==> src/rtl/cwt_pkg.sv <==
// Shared definitions for the CWT scale scheduler.
// Holds the default frame geometry (N samples, J1 scales), the multiplier
// latency, the derived address widths and the scheduler FSM state type.
package cwt_pkg;

  localparam int unsigned N       = 256;
  localparam int unsigned J1      = 4;
  localparam int unsigned MUL_LAT = 3;

  localparam int unsigned KW = $clog2(N);       // FFT buffer address width
  localparam int unsigned SW = $clog2(J1);      // scale index width
  localparam int unsigned CW = $clog2(N * J1);  // coefficient address width

  typedef enum logic [1:0] {
    StIdle,
    StRun,
    StDrain,
    StDone
  } state_e;

endpackage

==> src/rtl/cwt_scale_sched_if.sv <==
// Handshake and address bus of the CWT scale scheduler.
//   start_i, dl_busy_i, ds_ready_i : control in (master drives)
//   buf_raddr_o, coef_addr_o, scale_o : addresses out (slave drives)
//   mul_en_o, out_valid_o, out_last_o : multiplier strobes out
//   busy_o, done_o, err_o : status out
interface cwt_scale_sched_if
  import cwt_pkg::*;
#(
  parameter int unsigned N  = cwt_pkg::N,
  parameter int unsigned J1 = cwt_pkg::J1
);

  localparam int unsigned KW = $clog2(N);
  localparam int unsigned SW = (J1 > 1) ? $clog2(J1) : 1;
  localparam int unsigned CW = $clog2(N * J1);

  logic          start_i;
  logic          dl_busy_i;
  logic          ds_ready_i;
  logic [KW-1:0] buf_raddr_o;
  logic [CW-1:0] coef_addr_o;
  logic [SW-1:0] scale_o;
  logic          mul_en_o;
  logic          out_valid_o;
  logic          out_last_o;
  logic          busy_o;
  logic          done_o;
  logic          err_o;

  modport master (
    output start_i, dl_busy_i, ds_ready_i,
    input  buf_raddr_o, coef_addr_o, scale_o, mul_en_o, out_valid_o, out_last_o,
    input  busy_o, done_o, err_o
  );

  modport slave (
    input  start_i, dl_busy_i, ds_ready_i,
    output buf_raddr_o, coef_addr_o, scale_o, mul_en_o, out_valid_o, out_last_o,
    output busy_o, done_o, err_o
  );

endinterface

==> src/rtl/pipe_dly.sv <==
// Fixed-depth delay line with asynchronous active-low reset.
//   clk, rstn : clock / reset
//   d_i       : WIDTH-bit input, advanced every cycle
//   q_o       : d_i delayed by exactly DEPTH cycles (DEPTH >= 1)
module pipe_dly #(
  parameter int unsigned WIDTH = 1,
  parameter int unsigned DEPTH = 1
) (
  input  logic             clk,
  input  logic             rstn,
  input  logic [WIDTH-1:0] d_i,
  output logic [WIDTH-1:0] q_o
);

  logic [WIDTH-1:0] stage_q [DEPTH];

  always_ff @(posedge clk or negedge rstn) begin
    if (!rstn) begin
      for (int i = 0; i < DEPTH; i++) stage_q[i] <= '0;
    end else begin
      stage_q[0] <= d_i;
      for (int i = 1; i < DEPTH; i++) stage_q[i] <= stage_q[i-1];
    end
  end

  assign q_o = stage_q[DEPTH-1];

endmodule

==> src/rtl/cwt_scale_sched.sv <==
// CWT scale scheduler: after an FFT frame completes, issues N*J1 multiplies
// in scale-major order (k fastest), stalling on downstream back-pressure,
// then drains the multiplier pipeline and pulses done.
//   clk, rstn : clock / asynchronous active-low reset
//   bus       : slave side of cwt_scale_sched_if (control in, addresses,
//               multiplier strobes and status out)
module cwt_scale_sched
  import cwt_pkg::*;
#(
  parameter int unsigned N       = cwt_pkg::N,
  parameter int unsigned J1      = cwt_pkg::J1,
  parameter int unsigned MUL_LAT = cwt_pkg::MUL_LAT
) (
  input logic              clk,
  input logic              rstn,
  cwt_scale_sched_if.slave bus
);

  localparam int unsigned KW = $clog2(N);
  localparam int unsigned SW = (J1 > 1) ? $clog2(J1) : 1;
  localparam int unsigned CW = $clog2(N * J1);
  localparam int unsigned DW = (MUL_LAT > 1) ? $clog2(MUL_LAT) : 1;

  localparam logic [KW-1:0] KLast = KW'(N - 1);
  localparam logic [SW-1:0] SLast = SW'(J1 - 1);
  localparam logic [DW-1:0] DLast = DW'(MUL_LAT - 1);

  state_e        state_q, state_d;
  logic [KW-1:0] k_q, k_d;
  logic [SW-1:0] s_q, s_d;
  logic [DW-1:0] dcnt_q, dcnt_d;
  logic          err_q;
  logic          stall, issue, k_last;

  assign stall  = bus.dl_busy_i | ~bus.ds_ready_i;
  assign issue  = (state_q == StRun) & ~stall;
  assign k_last = (k_q == KLast);

  always_comb begin
    state_d = state_q;
    k_d     = k_q;
    s_d     = s_q;
    dcnt_d  = dcnt_q;
    unique case (state_q)
      StIdle: begin
        if (bus.start_i) begin
          state_d = StRun;
          k_d     = '0;
          s_d     = '0;
          dcnt_d  = '0;
        end
      end
      StRun: begin
        if (issue) begin
          if (!k_last) begin
            k_d = k_q + 1'b1;
          end else begin
            k_d = '0;
            if (s_q == SLast) begin
              s_d     = '0;
              dcnt_d  = '0;
              state_d = StDrain;
            end else begin
              s_d = s_q + 1'b1;
            end
          end
        end
      end
      // Drain length is fixed: stalls do not hold the multiplier pipeline.
      StDrain: begin
        if (dcnt_q == DLast) state_d = StDone;
        else                 dcnt_d  = dcnt_q + 1'b1;
      end
      StDone:  state_d = StIdle;
      default: state_d = StIdle;
    endcase
  end

  always_ff @(posedge clk or negedge rstn) begin
    if (!rstn) begin
      state_q <= StIdle;
      k_q     <= '0;
      s_q     <= '0;
      dcnt_q  <= '0;
      err_q   <= 1'b0;
    end else begin
      state_q <= state_d;
      k_q     <= k_d;
      s_q     <= s_d;
      dcnt_q  <= dcnt_d;
      // A start outside IDLE (including the DONE cycle) is dropped, not queued.
      err_q   <= bus.start_i & (state_q != StIdle);
    end
  end

  pipe_dly #(
    .WIDTH (2),
    .DEPTH (MUL_LAT)
  ) u_dly (
    .clk  (clk),
    .rstn (rstn),
    .d_i  ({issue, issue & k_last}),
    .q_o  ({bus.out_valid_o, bus.out_last_o})
  );

  assign bus.buf_raddr_o = k_q;
  assign bus.scale_o     = s_q;
  assign bus.coef_addr_o = CW'(32'(s_q) * N + 32'(k_q));
  assign bus.mul_en_o    = issue;
  assign bus.busy_o      = (state_q != StIdle);
  assign bus.done_o      = (state_q == StDone);
  assign bus.err_o       = err_q;

endmodule

==> src/flat_wrapper.sv <==
// flat-port wrapper written by rule: the top's interface ports become plain ports
module cwt_scale_sched_flat import cwt_pkg::*;
#(
  parameter int unsigned N       = cwt_pkg::N,
  parameter int unsigned J1      = cwt_pkg::J1,
  parameter int unsigned MUL_LAT = cwt_pkg::MUL_LAT
)
  (clk, rstn, bus_start_i, bus_dl_busy_i, bus_ds_ready_i, bus_buf_raddr_o, bus_coef_addr_o, bus_scale_o, bus_mul_en_o, bus_out_valid_o, bus_out_last_o, bus_busy_o, bus_done_o, bus_err_o);
  cwt_scale_sched_if #(.N(N), .J1(J1)) bus_i ();
  input logic clk;
  input logic rstn;
  input wire logic [$bits(bus_i.start_i)-1:0] bus_start_i;
  input wire logic [$bits(bus_i.dl_busy_i)-1:0] bus_dl_busy_i;
  input wire logic [$bits(bus_i.ds_ready_i)-1:0] bus_ds_ready_i;
  output wire logic [$bits(bus_i.buf_raddr_o)-1:0] bus_buf_raddr_o;
  output wire logic [$bits(bus_i.coef_addr_o)-1:0] bus_coef_addr_o;
  output wire logic [$bits(bus_i.scale_o)-1:0] bus_scale_o;
  output wire logic [$bits(bus_i.mul_en_o)-1:0] bus_mul_en_o;
  output wire logic [$bits(bus_i.out_valid_o)-1:0] bus_out_valid_o;
  output wire logic [$bits(bus_i.out_last_o)-1:0] bus_out_last_o;
  output wire logic [$bits(bus_i.busy_o)-1:0] bus_busy_o;
  output wire logic [$bits(bus_i.done_o)-1:0] bus_done_o;
  output wire logic [$bits(bus_i.err_o)-1:0] bus_err_o;
  assign bus_i.start_i = bus_start_i;
  assign bus_i.dl_busy_i = bus_dl_busy_i;
  assign bus_i.ds_ready_i = bus_ds_ready_i;
  assign bus_buf_raddr_o = bus_i.buf_raddr_o;
  assign bus_coef_addr_o = bus_i.coef_addr_o;
  assign bus_scale_o = bus_i.scale_o;
  assign bus_mul_en_o = bus_i.mul_en_o;
  assign bus_out_valid_o = bus_i.out_valid_o;
  assign bus_out_last_o = bus_i.out_last_o;
  assign bus_busy_o = bus_i.busy_o;
  assign bus_done_o = bus_i.done_o;
  assign bus_err_o = bus_i.err_o;
  cwt_scale_sched #(.N(N), .J1(J1), .MUL_LAT(MUL_LAT)) u_core (.clk(clk), .rstn(rstn), .bus(bus_i));
endmodule
==> config.mk <==
export PLATFORM = sky130hd
export DESIGN_NAME = cwt_scale_sched_flat
export DESIGN_NICKNAME = d
export VERILOG_FILES = /design/src/rtl/cwt_pkg.sv /design/src/rtl/cwt_scale_sched_if.sv /design/src/rtl/pipe_dly.sv /design/src/rtl/cwt_scale_sched.sv /design/src/flat_wrapper.sv
export SDC_FILE = /design/constraint.sdc
export NUM_CORES = 1
export LEC_CHECK = 0
export CORE_MARGIN = 3
export CORE_UTILIZATION = 45
export CTS_CLUSTER_SIZE = 30
export DETAILED_ROUTE_END_ITERATION = 6
export DONT_BUFFER_PORTS = 1
export GPL_TIMING_DRIVEN = 1
export HOLD_SLACK_MARGIN = 0.06
export SLEW_MARGIN = 20
export SYNTH_ARGS = -nofsm -noshare
export SYNTH_HDL_FRONTEND = slang
export SYNTH_SLANG_ARGS = --single-unit
==> constraint.sdc <==
create_clock -name clk -period 3.4 [get_ports clk]
set_input_delay 0.68 -clock clk [delete_from_list [all_inputs] [get_ports clk]]
set_output_delay 0.68 -clock clk [all_outputs]
set_load 0.03 [all_outputs]
=== Yosys cells after proc, flatten, opt, wreduce, memory -nomap -nowiden ===
Cells that the tools add are included.

* Bits in registers: 21
* Output and inout bits: 26
* Word-level logic and storage cells: 58
* Input bits: 5

* $add $sub $neg: 4
* Eq/ne operators: 12
* Bitwise logic cells: 6
* Reduce and logical (&&, ||, !) cells: 8
* Multiplexer cells: 20

{| class="wikitable"
|+ Operator list
! cell !! number
|-
| 2-bit two-way mux || 13
|-
| 8-bit two-way mux || 3
|-
| 8-bit case mux with 2 select lines || 1
|-
| 10-bit by 8-bit adder with 10-bit output || 1
|-
| 8-bit by 1-bit adder with 8-bit output (second input constant) || 1
|-
| 2-bit == test (second input constant) || 4
|-
| 8-bit == test (second input constant) || 1
|-
| 2-bit case mux with 4 select lines || 1
|-
| 2-bit by 1-bit inequality test with 1-bit output (second input constant) || 3
|-
| 2-bit inequality test (second input constant) || 3
|-
| 2-bit case mux with 3 select lines || 1
|-
| 6-bit AND reduction || 1
|-
| 5-bit AND reduction || 1
|-
| 2-bit by 1-bit adder with 2-bit output (second input constant) || 2
|-
| 2-bit case mux with 2 select lines || 1
|-
| 4-bit AND reduction || 1
|-
| 2-bit nonzero test || 2
|-
| 1-bit AND || 3
|-
| 3-bit AND reduction || 1
|-
| 3-bit nonzero test || 1
|-
| 2-bit by 1-bit == test with 1-bit output (second input constant) || 1
|-
| 2-bit logical NOT || 1
|-
| 1-bit inverter || 2
|-
| 1-bit OR || 1
|}

=== Depth between registers and ports, before layout ===
Gate-level depths: netlist (run 1).

* Depth in word-level cells: 6
* Mapped depth: 7
* Mapped depth without buffers: 6

=== Modules after synthesis ===
A second synthesis (run 1) with hierarchy kept.

* Cell total of the unflattened synthesis: 122
* Area, all modules: 1184.9 um2

{| class="wikitable"
|+ Modules (own cells, without submodules)
! module !! times used !! seq. area each (um2) !! area each (um2) !! cells an instance
|-
| cwt_scale_sched || 1 || 375.4 || 1019.7 || 114
|-
| pipe_dly || 1 || 150.1 || 165.2 || 8
|}

=== Worst setup path after synthesis (run 1) ===
No wires, ideal clock.

* Path type: flip-flop to flip-flop
* Start point: reg u_core.k_q[0], in the netlist u_core.bus.buf_raddr_o[0]
* End point: reg u_core.s_q[0], in the netlist u_core.bus.scale_o[0]
* Required time: 3.275 ns
* Arrival: 2.003 ns
* Stages on the path, launching flop included: 6
* Path buffers: 0
* Period minus slack after synthesis: 2.127 ns
* Setup slack: 1.273 ns
* Setup time: 0.125 ns
* Cell sequence: dfrtp_1 > ha_1 > nand3_2 > or3_2 > a21oi_4 > mux2_2

* Longest elaborated chain between the ends: 3

{| class="wikitable"
|+ Ends and longest elaborated chain
! what !! RTL line !! source
|-
| from (decl) || cwt_scale_sched.sv:29 || <nowiki>logic [KW-1:0] k_q, k_d;</nowiki>
|-
| from (signal assigned) || cwt_scale_sched.sv:88 || <nowiki>k_q <= k_d;</nowiki>
|-
| 8-bit == test || cwt_scale_sched.sv:37 || <nowiki>assign k_last = (k_q == KLast);</nowiki>
|-
| 2-bit by 1-bit inequality test with 1-bit output (no line) || -- ||
|-
| 4-bit AND reduction (no line) || -- ||
|-
| to (signal assigned) || cwt_scale_sched.sv:83 || <nowiki>s_q <= '0;</nowiki>
|-
| to (signal assigned) || cwt_scale_sched.sv:89 || <nowiki>s_q <= s_d;</nowiki>
|-
| to (decl) || cwt_scale_sched.sv:30 || <nowiki>logic [SW-1:0] s_q, s_d;</nowiki>
|}

No other way between the ends.
A chain may end at the register's enable or synchronous reset.

=== Worst setup path in the final report (run 1) ===
* Start point: reg u_core.state_q[1]
* End point: out bus_mul_en_o

* Longest elaborated chain between the ends: 2

{| class="wikitable"
|+ Ends and longest elaborated chain
! what !! RTL line !! source
|-
| from (decl) || cwt_scale_sched.sv:28 || <nowiki>state_e state_q, state_d;</nowiki>
|-
| from (signal assigned) || cwt_scale_sched.sv:81 || <nowiki>state_q <= StIdle;</nowiki>
|-
| from (signal assigned) || cwt_scale_sched.sv:87 || <nowiki>state_q <= state_d;</nowiki>
|-
| 2-bit by 1-bit == test with 1-bit output || cwt_scale_sched.sv:36 || <nowiki>assign issue = (state_q == StRun) & ~stall;</nowiki>
|-
| 1-bit AND || cwt_scale_sched.sv:36 ||
|-
| to (decl) || flat_wrapper.sv:18 || <nowiki>output wire logic [$bits(bus_i.mul_en_o)-1:0] bus_mul_en_o;</nowiki>
|}

No other way between the ends.

==> impl_metrics.csv, run 1 <==
group,metric,value,unit
status,status,"finished clean",
timing,hold_violations,0,
logic_synthesis,ys_seq_elements,21,
die,die_h,56.6,um
logic_synthesis,ys_seq_area_frac,0.457,
cts,clock_latency,0.30,ns
cts,numCtsBuffers,3,
hold_path,hold_depth,0,
cts,cts_buffer_depth,2,
cts,cts-resized-gates,0,
route,drc,0,
timing,tns,0,ns
critical_path,crit_slowest_cell,"ha_1",
critical_path,crit_path_frequent_cell,"inv_1",
critical_path,cpPeakStageDelay,0.45,ns
critical_path,path_class,"flop to output port",
die,initial_core_util,0.496,
final_layout,diodes,0,
critical_path,start_kind,"flop",
final_layout,fin_cells,132,
critical_path,worstPathArrival,1.68,ns
logic_synthesis,syn-mean-instance-area,10.7,um^2
global_routing,grt_overflow,0,
final_layout,synthToLayoutAreaGrowth,0.761,%
hold_path,min-delay-start,"u_core.u_dly.stage_q[3]",
cts,cts_sinks,21,
route,via_per_inst,5.73,
die,fp-row-count,17,
power,vdd_drop_max,437,uV
timing,slew_headroom,0.379,
route,wire_per_inst,15.1,um
critical_path,cp_max_fo,13,
flow_run,drv_cap,0,
final_layout,final_nets,118,
critical_path,worstSetupEndpointType,"output port",
global_routing,grt_first_pass_wirelength,3560,um
critical_path,r2r_slack,1.08,ns
timing,skew,0.00133,ns
cts,cts-root-buf,"clkbuf_4",
global_routing,grt_util_all_layers,0.141,
power,power_leakage,0.535,nW
die,core-area,2320,um^2
critical_path,reg2reg_depth,4,
placement,place_hpwl,1570,um
timing,slew_violations,0,
route,antenna_left,0,
route,dr.first_iter.drc_count,14,
power,power_per_cell_area,825,nW/um^2
final_layout,drive_gt1_frac,0.135,
timing,worst_slew_pin_slew,0.928,ns
critical_path,critical_path.cell_chain,"inv_1, ha_1, nand2_1, inv_1",
die,io_pins,31,
hold_path,hold_end,"u_core.u_dly.q_o[1]",
logic_synthesis,synth_edf_count,0,
route,dr_total_vias,757,
logic_synthesis,yosys_warnings,0,
final_layout,fin_util,0.500,
critical_path,r2r_start,"u_core.bus.buf_raddr_o[2]",
logic_synthesis,synth_cell_types,35,
power,power,957,uW
global_routing,grt_pass1_vias,773,
route,dr.pass1.iters,4,
placement,port_buffers,0,
die,die_w,56.6,um
cts,hold_buffers,1,
route,drt_wl_total,1990,um
cts,cts_tree,"done",
critical_path,cp.required,2.72,ns
cts,post_cts_buffers,0,
logic_synthesis,syn_area,1150,um^2
global_routing,antenna_found_initial,0,
cts,clk_pin_slew_worst_paths,0.11,ns
critical_path,r2r_end,"u_core.bus.scale_o[0]",
timing,rsz0062_at_grt,"false",
placement,dp_cells,127,
cts,htreeDepth,1,
timing,setup_violations,0,
global_routing,grt_max_degree,22,
logic_synthesis,synthFlopType,"dfrtp_1",
logic_synthesis,syn_inst,108,
timing,max_freq,425,MHz
logic_synthesis,async_reset_ff_frac,1.00,
die,dieArea,3200,um^2
timing,fin_crit_sh,0.693,
hold_path,min_path_type,"flop to flop",
logic_synthesis,syn-num-nets,121,
timing,period_minus_slack,2.36,ns
placement,gp_congestion,0.792,
[sequential cells by signal, indices dropped and copies added (netlist names)]
signal	count
u_core.u_dly.stage_q	4
u_core.bus.err_o	1
u_core.dcnt_q	2
u_core.state_q	2
u_core.bus.buf_raddr_o	8
u_core.u_dly.q_o	2
u_core.bus.scale_o	2
[metal layers]
| layer | track usage | part of all wire | up-vias |
|---|---|---|---|
| met5 | 0 | 0 | - |
| met4 | 0.0508 | 0.018 | 0 |
| met3 | 0.0437 | 0.086 | 5 |
| met2 | 0.211 | 0.43 | 25 |
| met1 | 0.191 | 0.47 | 362 |
| li1 | - | - | 365 |
[cell usage in the layout (no fill, tap or decap), types with 3 or more instances in the layout]
master,synthesis,routed
buf_4,11,3
clkbuf_4,0,3
dfrtp_1,21,21
ha_1,8,8
inv_1,6,6
mux2_2,3,3
nand2_1,10,10
nand2b_1,3,3
nor2_1,6,6
nor2b_1,3,3
o31ai_1,4,4
or4_1,3,3
[worst max-delay path: cells and delay by family (launching register included)]
kind                     cells  cell delay (ns)
buffers and inverters        2             0.37
AND/OR/NAND/NOR              1             0.13
flip-flops                   1             0.42
adder cells (fa/ha/maj)      1             0.45
[cells by family (layout without fill, tap and decap cells)]
family                     Yosys count  count (layout)  synth area share
DFF                                 21              21             0.457
xor gates and xnor gates             3               3            0.0228
and+or+nand+nor                     34              34             0.160
muxes                                5               5            0.0467
buffers and inverters               18              14            0.0946
AOI/OAI and AO/OA                   19              19             0.133
adders and majority gates            8               8            0.0870
[Yosys cell counts (2+ instances only)]
cell	n	area share
nand2b_1	3	0.016
a2111oi_0	2	0.015
a21oi_1	2	0.0087
o31ai_1	4	0.026
inv_1	6	0.020
xnor2_1	2	0.015
nor2_1	6	0.020
nand2_1	10	0.033
o21ai_0	2	0.0087
nor2b_1	3	0.016
a22o_1	2	0.015
mux2i_1	2	0.017
dfrtp_1	21	0.46
ha_1	8	0.087
mux2_2	3	0.029
buf_4	11	0.072
or4_1	3	0.020
[through the flow]
stage	setup WS, ns	instance area, um^2	hold WS, ns
3_3_place_gp	1.06	1120	0.332
6_report	1.04	1160	0.359
2_1_floorplan	1.27	1150	0.331
3_5_place_dp	1.08	1120	0.335
4_1_cts	1.00	1160	0.363
5_1_grt	0.830	1160	0.374
[power by group]
group	internal, mW	total (mW)	switching [mW]
logic	0.157	0.423	0.266
clock network	0.0439	0.119	0.0750
registers	0.303	0.415	0.113
total	0.503	0.957	0.454
[how the worst max path moves through the flow]
stage	startpoint	endpoint	slack [ns]	cells after the start
floorplan	u_core.bus.buf_raddr_o[0]	u_core.bus.scale_o[0]	1.27	5
global placement	u_core.bus.buf_raddr_o[2]	u_core.bus.scale_o[0]	1.06	4
detailed placement	u_core.bus.buf_raddr_o[2]	u_core.bus.scale_o[0]	1.08	4
CTS	u_core.state_q[1]	bus_mul_en_o	1.00	4
global route	u_core.state_q[1]	bus_mul_en_o	0.83	4
finish	u_core.state_q[1]	bus_mul_en_o	1.04	4
[final cells by class]
| cell class | count | area (um^2) |
|---|---|---|
| Fill cell | 211 | 1160 |
| Sequential cell | 21 | 526 |
| Multi-Input combinational cell | 69 | 517 |
| Tap cell | 28 | 35.0 |
| Timing Repair Buffer | 4 | 32.5 |
| Clock buffer | 3 | 22.5 |
| Inverter | 6 | 22.5 |
| Clock inverter | 1 | 5.00 |
(Power assumes the default switching activity.)
==> inputs of run 2 (changes only) <==
--- a/config.mk
+++ b/config.mk
@@ -5,6 +5,7 @@
 export SDC_FILE = /design/constraint.sdc
 export NUM_CORES = 1
 export LEC_CHECK = 0
+export ABC_AREA = 1
 export CORE_MARGIN = 3
 export CORE_UTILIZATION = 45
 export CTS_CLUSTER_SIZE = 30
==> constraint.sdc (replaced) <==
create_clock -name clk -period 2.1 [get_ports clk]
set_input_delay 0.42 -clock clk [delete_from_list [all_inputs] [get_ports clk]]
set_output_delay 0.42 -clock clk [all_outputs]
set_load 0.03 [all_outputs]
==> impl_metrics.csv, run 2 <==
group,metric,value,unit
cts,post_cts_buffers,0,
final_layout,layout_common_cells,"nand2_1 (38), dfrtp_1 (21), inv_1 (18), nor2_1 (13), nand3_1 (11)",
hold_path,min_path_type,"input pin to flop",
critical_path,r2r_start,"u_core.state_q[1]",
critical_path,r2r_slack,0.44,ns
timing,period_minus_slack,1.97,ns
die,initial_core_util,0.505,
power,power_per_cell_area,1220,nW/um^2
logic_synthesis,synth_cell_types,22,
cts,cts_buffer_depth,2,
timing,rsz0062_at_grt,"false",
cts,cts_sinks,21,
route,drc,0,
timing,skew,0.00528,ns
timing,whs,0.236,ns
power,vdd_drop_max,727,uV
global_routing,grt_pass1_vias,861,
route,dr_total_vias,864,
logic_synthesis,synthFlopType,"dfrtp_1",
logic_synthesis,post-synth-top-area-cell,"dfrtp_1",
global_routing,grtUsageMet3,0.0498,
global_routing,antenna_found_initial,0,
logic_synthesis,ys_seq_elements,21,
placement,placed_area,1200,um^2
route,wire_per_inst,11.8,um
logic_synthesis,synth_top_cell_area_share,0.445,
global_routing,grt_max_degree,22,
logic_synthesis,async_reset_ff_frac,1.00,
global_routing,busiest_layer,"met2",
power,seqPwrFrac,0.357,
final_layout,nFillCells,218,
status,status,"finished clean",
timing,hold_violations,0,
placement,dp_slack,0.336,ns
power,combPwrFrac,0.516,
final_layout,synthToLayoutAreaGrowth,5.30,%
global_routing,grt_overflow,0,
final_layout,diodes,0,
die,die_w,57.2,um
placement,port_buffers,0,
logic_synthesis,syn_inst,145,
cts,numCtsBuffers,3,
timing,postLayoutSetupSlackWorst,0.133,ns
timing,worst_slew_pin_slew,0.918,ns
cts,clock_latency,0.30,ns
critical_path,cpPeakStageDelay,0.43,ns
final_layout,final_cell_area,1240,um^2
power,p_sw_frac,0.488,
critical_path,cp-startpoint,"u_core.state_q[1]",
timing,tns,0,ns
cts,clk_pin_slew_worst_paths,0.11,ns
logic_synthesis,synth_edf_count,0,
critical_path,worstSetupEndpointType,"output port",
global_routing,globalRouteMet1Util,0.160,
power,p_clk_frac,0.127,
critical_path,worstPathArrival,1.55,ns
flow_run,drv_cap,0,
critical_path,cp.required,1.68,ns
die,die_h,57.2,um
critical_path,path_class,"flop to output port",
cts,htreeDepth,1,
power,intPower,777,uW
timing,max_freq,508,MHz
placement,place_hpwl,1660,um
cts,cts-root-buf,"clkbuf_4",
placement,gp_congestion,0.847,
logic_synthesis,yosysMostFrequentCell,"nand2_1",
critical_path,crit_slowest_cell,"dfrtp_1",
route,drt_wl_total,2090,um
critical_path,crit_path_frequent_cell,"inv_1",
timing,slew_violations,0,
final_layout,final_nets,162,
logic_synthesis,yosys_warnings,0,
route,via_per_inst,4.91,
global_routing,grt_first_pass_wirelength,3620,um
cts,cts_tree,"done",
logic_synthesis,syn-mean-instance-area,8.15,um^2
power,switching_power,741,uW
final_layout,drive_gt1_frac,0.142,
route,dr.pass1.iters,4,
die,dieArea,3280,um^2
timing,setup_violations,0,
die,core-area,2340,um^2
global_routing,grt_util_all_layers,0.142,
logic_synthesis,ys_seq_area_frac,0.445,
final_layout,largest_register_ffs,8,
final_layout,final_common_cell,"nand2_1",
logic_synthesis,synthTopCellsByArea,"dfrtp_1 (44%), nand2_1 (12%), ha_1 (8.5%), buf_4 (7.0%), inv_1 (5.7%)",
route,dr.first_iter.drc_count,24,
logic_synthesis,syn-num-nets,158,
critical_path,cp_max_fo,8,
power,power,1.52,mW
hold_path,min-delay-start,"bus_start_i",
critical_path,start_kind,"flop",
global_routing,grt.met2_usage,0.254,
die,fp-row-count,17,
die,io_pins,31,
logic_synthesis,yosys-top-cells-count,"nand2_1 (38), dfrtp_1 (21), inv_1 (18)",
timing,fin_crit_sh,0.937,
timing,slew_headroom,0.386,
critical_path,critical_path.cell_chain,"inv_1, ha_2, nand3_2, inv_1",
logic_synthesis,syn_area,1180,um^2
power,power_leakage,0.666,nW
route,antenna_left,0,
-- run 2: through the flow --
stage                     std cells   util
final                           176  0.532
after global routing            176  0.532
after CTS                       176  0.532
after detailed placement        171  0.514
after global placement          171  0.514
after floorplan                 145      -
-- run 2: critical path, delay by kind of cell (launching register included) --
family | cells | cell delay [ns]
adders and majority gates | 1 | 0.29
buffers and inverters | 2 | 0.37
DFF | 1 | 0.43
and+or+nand+nor | 1 | 0.16
-- run 2: what timing repair did --
item                       in CTS  in global routing
setup endpoints to repair       1                  0
hold endpoints to repair       21                  0
hold buffers                    1                  0
resized for setup               1                  0
-- run 2: layout make-up --
cell class                      count  area, um^2  area share
Timing Repair Buffer               11        85.1      0.0684
Clock buffer                        3        22.5      0.0181
Multi-Input combinational cell     93         499       0.401
Sequential cell                    21         526       0.423
Inverter                           19        71.3      0.0573
Tap cell                           28        35.0      0.0282
Clock inverter                      1        5.00     0.00402
-- run 2: worst paths after layout --
check                                             to  depth (start not counted)
max                                     bus_mul_en_o                          4
max in group asynchronous  u_core.bus.buf_raddr_o[7]                          1
min                                 u_core.bus.err_o                          2
min in group asynchronous    u_core.u_dly.stage_q[2]                          1
min reg2reg                  u_core.u_dly.stage_q[2]                          0
max reg2reg                u_core.bus.buf_raddr_o[0]                          7
-- run 2: power by group through the flow --
stage               clock (mW)  combinational (mW)  sequential, mW
floorplan                    0               0.614           0.604
global placement             0               0.758           0.547
detailed placement           0               0.776           0.551
CTS                      0.204               0.794           0.543
global route             0.218               0.888           0.553
finish                   0.192               0.784           0.542
-- run 2: layer usage --
layer | vias to the layer above | part of all wire
li1 | 450 | -
met1 | 399 | 0.43
met2 | 13 | 0.51
met3 | 2 | 0.042
met4 | 0 | 0.0086
met5 | - | 0
-- run 2: logic make-up (layout without fill, tap and decap cells) --
logic type / after synthesis / after routing / synth area share
flops: 21 / 21 / 0.445
fa+ha+maj: 8 / 8 / 0.0847
simple gates: 75 / 75 / 0.282
compound gates: 10 / 10 / 0.0540
buf+inv: 31 / 34 / 0.135
